**src/rtl/gray_code_counter_4bit.sv**
```systemverilog
// gray_code_counter_4bit
//   Free-running 4-bit reflected-binary Gray counter. Each clock exactly one
//   bit of gray_count changes, including on the wrap 1000 -> 0000, so the
//   value is safe to sample from another clock domain (e.g. FIFO pointers).
//
// Ports
//   clk            in   rising-edge clock
//   rst            in   synchronous active-low reset (0 = clear, 1 = run)
//   gray_count     out  [3:0] Gray count, driven straight from flops
//   bin_count      out  [3:0] binary equivalent of gray_count
//   terminal_count out  high while gray_count == 1000 (last state before wrap)
module gray_code_counter_4bit (
    input  logic       clk,
    input  logic       rst,
    output logic [3:0] gray_count,
    output logic [3:0] bin_count,
    output logic       terminal_count
);

    logic [3:0] bin_q;
    logic [3:0] gray_q;
    logic [3:0] bin_next;

    assign bin_next = bin_q + 4'd1;

    // The Gray value gets its own register, loaded with the encode of the
    // *next* binary value, so the port never sees a combinational decode
    // (which could glitch across several bits between edges).
    always_ff @(posedge clk) begin
        if (!rst) begin
            bin_q  <= 4'b0000;
            gray_q <= 4'b0000;
        end else begin
            bin_q  <= bin_next;
            gray_q <= bin_next ^ (bin_next >> 1);
        end
    end

    assign gray_count     = gray_q;
    assign bin_count      = bin_q;
    assign terminal_count = (gray_q == 4'b1000);

endmodule

```
**config.mk**
```make
export PLATFORM = sky130hd
export DESIGN_NAME = gray_code_counter_4bit
export DESIGN_NICKNAME = d
export VERILOG_FILES = /design/src/rtl/gray_code_counter_4bit.sv
export SDC_FILE = /design/constraint.sdc
export NUM_CORES = 1
export LEC_CHECK = 0
export BUFFER_PORTS_ARGS = -buffer_cell sky130_fd_sc_hd__buf_4
export CAP_MARGIN = 5
export CORE_AREA = 2 2 39 41
export DETAILED_ROUTE_END_ITERATION = 6
export DIE_AREA = 0 0 41 43
export GPL_ROUTABILITY_DRIVEN = 0
export PLACE_DENSITY_LB_ADDON = 0.1
export SYNTH_ARGS = -nofsm -noshare
export SYNTH_HDL_FRONTEND = slang
export SYNTH_SLANG_ARGS = --single-unit
```
**constraint.sdc**
```tcl
create_clock -name clk -period 1.5 [get_ports clk]
set_input_delay 0.075 -clock clk [delete_from_list [all_inputs] [get_ports clk]]
set_output_delay 0.075 -clock clk [all_outputs]
set_load 0.02 [all_outputs]
```
== Yosys cells after proc, flatten, opt, wreduce, memory -nomap -nowiden ==
Index checks and enable logic that the tools add are counted.
Cells by class
  $add $sub $neg: 1
  equality and inequality tests: 1
  bitwise logic cells: 1
Operator list (number)
  adder 4 x 1 -> 4 bit, second input constant: 1
  == test 4 bit, second input constant: 1
  bitwise XOR 4 x 3 -> 4 bit: 1
Storage, ports and cells
  register bits after elaboration: 8
  bits of input ports: 2
  output and inout bits: 9
  word-level logic and storage cells: 5

== Depth between registers and ports, before layout ==
  depth in word-level cells: 2
  gate-level depth with buffers: 4
  depth with buffers taken out: 4

== Worst setup path after synthesis ==
OpenSTA, ideal clock, no wires.
  path type: register to output
  start: register, netlist name bin_count[3]
  end: output terminal_count
  arrival: 1.262 ns
  required time: 1.425 ns
  setup slack: 0.163 ns
  stages on the path, launching flop included: 2
  buffers on the path: 0
  path through: dfxtp_1 > nor4b_1
RTL lines
  end, declared: RTL line 17  | output logic terminal_count

== Worst setup path in the final report ==
  start: register bin_q[0] (netlist: bin_count[0])
  end: register gray_q[1] (netlist: gray_count[1])
Between the ends
  cells in the longest elaborated chain, start to end: 2
RTL lines
  start, declared: RTL line 20  | logic [3:0] bin_q;
  start signal, assigned: RTL line 34  | bin_q <= bin_next;
  adder 4 x 1 -> 4 bit: RTL line 24  | assign bin_next = bin_q + 4'd1;
  bitwise XOR 4 x 3 -> 4 bit: RTL line 35  | gray_q <= bin_next ^ (bin_next >> 1);
  end signal, assigned: RTL line 35
  end, declared: RTL line 21  | logic [3:0] gray_q;
Every way passes these cells.
A chain may end at the register's enable or synchronous reset.

==> qor.csv <==
metric,value,unit
Die Wd,41,um
Mapped Area,279,sq um
Die Area,1760,sq um
Ant. Diodes,0,
area occupied by multi-input gates,131,sq um
hold depth,2,
P_leak,0.000190,uW
outcome,"finished, final reports clean",
# port buffers,10,
Netlist cell types,13,
Synth Net Count,29,
power per standard cell area,1210,nW/um^2
CP Launch Type,flop,
Worst Setup End Kind,flop,
drt pass-1 iters,4,
f_max,796,MHz
DR WL/cell,8.98,um
Ys Warns,0,
CP arrival,1400,ps
Worst setup startpoint,bin_count[0],
Initial Util,20.2,%
register bit total from synthesis,7,
CTS tree,yes,
cts hold-fix bufs,0,
minimum clock period,1260,ps
total gr overflow,0,
Max Slew Vio Count,0,
# Post-CTS Setup Buffers,0,
"Seq/Total Area, Yosys",50.2,%
layout cells sized above 1,35.9,%
register area,140,sq um
crit path kind,flop to flop,
RSZ-0062 raised after global routing,no,
worst-margin pin slew,248,ps
remaining antenna violation count,0,
Detail Placement HPWL,373,um
Ports,11,
endpoints failing hold,0,
Fin Hold WS,70.7,ps
Clock Pin Slew Worst Setup and Hold Paths,50,ps
total core area,1380,sq um
Hold Startpoint,rst,
Synth Instances,26,
fillers,150,
Total Wirelength,494,um
Clock Latency Late Sink,250,ps
dpl cells,51,
Final nets,43,
R2R depth,4,
design area,393,sq um
worst vdd ir,410,uV
clock sinks,7,
initial DRC count,2,
"Cell Count, Final, Fillers Out",55,
CTS resizes,0,
FF-to-FF Start,bin_count[0],
vias in the first global route,195,
H-tree depth,1,
Vias/cell,4.00,
DR DRC count,0,
"Req. time, crit path",1640,ps
CTS max path bufs,2,
Worst Skew,4.15,ps
Tot GR Track Use,6.84,%
Rel. slew slack,83.3,%
setup TNS,0,ps
Root Buffer,clkbuf_4,
FP Rows,14,
first-pass GRT wire length,759,um
Max-Cap Viols,0,
Area Growth Syn to Fin,40.8,%
# setup viols final,0,
post-route clock period utilization,83.8,%
initial antenna violation count,0,
crit-path max FO,6,
Hold Path Class,input port to flop,
DP Area,367,sq um
vias,220,
Synth Area per Inst,10.7,sq um
pin count of the biggest net entering global routing,8,
Inserted Clock Buffers,3,
flop2flop setup slack,240,ps
Vert. Die Dim,43,um
==> cells in the mapped netlist <==
cell     count  area share, %
buf_4        1            2.7
and2_2       1            2.7
and2_1       4            9.0
nor4b_1      1            3.1
ha_1         1            4.5
xor2_1       3            9.4
dfxtp_1      7             50
a21oi_1      1            1.8
xnor2_1      2            6.3
nand3_1      2            3.6
nor2b_1      1            2.2
and3b_1      1            3.1
nand2_1      1            1.3
==> logic make-up after synthesis <==
group           count (synthesis)  synth area share (%)
compound gates                  1                  1.79
xor+xnor                        5                  15.7
buf+inv                         1                  2.69
fa+ha+maj                       1                  4.48
simple gates                   11                  25.1
flops                           7                  50.2
==> critical path, stage by stage, from the launching register on <==
cell	delay (ps)
dfxtp_1	440
ha_1	240
xor2_1	220
xor2_1	90
and2_1	150
==> sequential cells by signal (all words and copies together), names as in the netlist <==
name and count:
bin_count 4, gray_count 3
==> cell usage in the layout, fill, tap and decap left out, drive strengths merged <==
cell type	Yosys	layout
dfxtp	7	7
nor4b	1	1
nand2	1	1
xnor2	2	2
nand3	2	2
and3b	1	1
and2	5	5
buf	1	10
ha	1	1
nor2b	1	1
xor2	3	3
a21oi	1	1
clkbuf	0	4
==> stage by stage <==
stage               total power (uW)  worst slack (ps)  util, %
detailed placement               312               240     26.5
CTS                              485               227     28.4
global placement                 312               247     26.5
floorplan                        276               163        -
finish                           477               243     28.4
global route                     506               150     28.4
==> per-layer routing <==
metal | global-route usage (%) | vias to the layer above | wire length, um | part of all wire (%)
met5 | 0 | - | 0 | 0
met4 | 6.00 | 0 | 12 | 2.4
met3 | 3.14 | 3 | 68 | 14
met2 | 9.06 | 15 | 195 | 39
met1 | 7.77 | 92 | 218 | 44
li1 | - | 110 | - | -
==> layout make-up <==
type	count	share of cell area (%)
multi-input cells	18	33.4
well taps	16	5.10
clock buffers	4	6.69
repair buffers	10	19.1
flip-flops and latches	7	35.7
==> report_power, final <==
| group | leakage [uW] | internal, uW | switching [uW] |
|---|---|---|---|
| combinational | 0.000118 | 44.6 | 44.1 |
| sequential | 0.0000577 | 204 | 14.4 |
| clock | 0.0000150 | 101 | 68.4 |
==> path summary, 6_finish.rpt <==
| kind | endpoint |
|---|---|
| worst max-delay path | gray_count[1] |
| worst min-delay path | bin_count[3] |
| worst max register to register | gray_count[1] |
| worst min register to register | bin_count[0] |
Note: power is estimated with default switching activity, not from simulation.
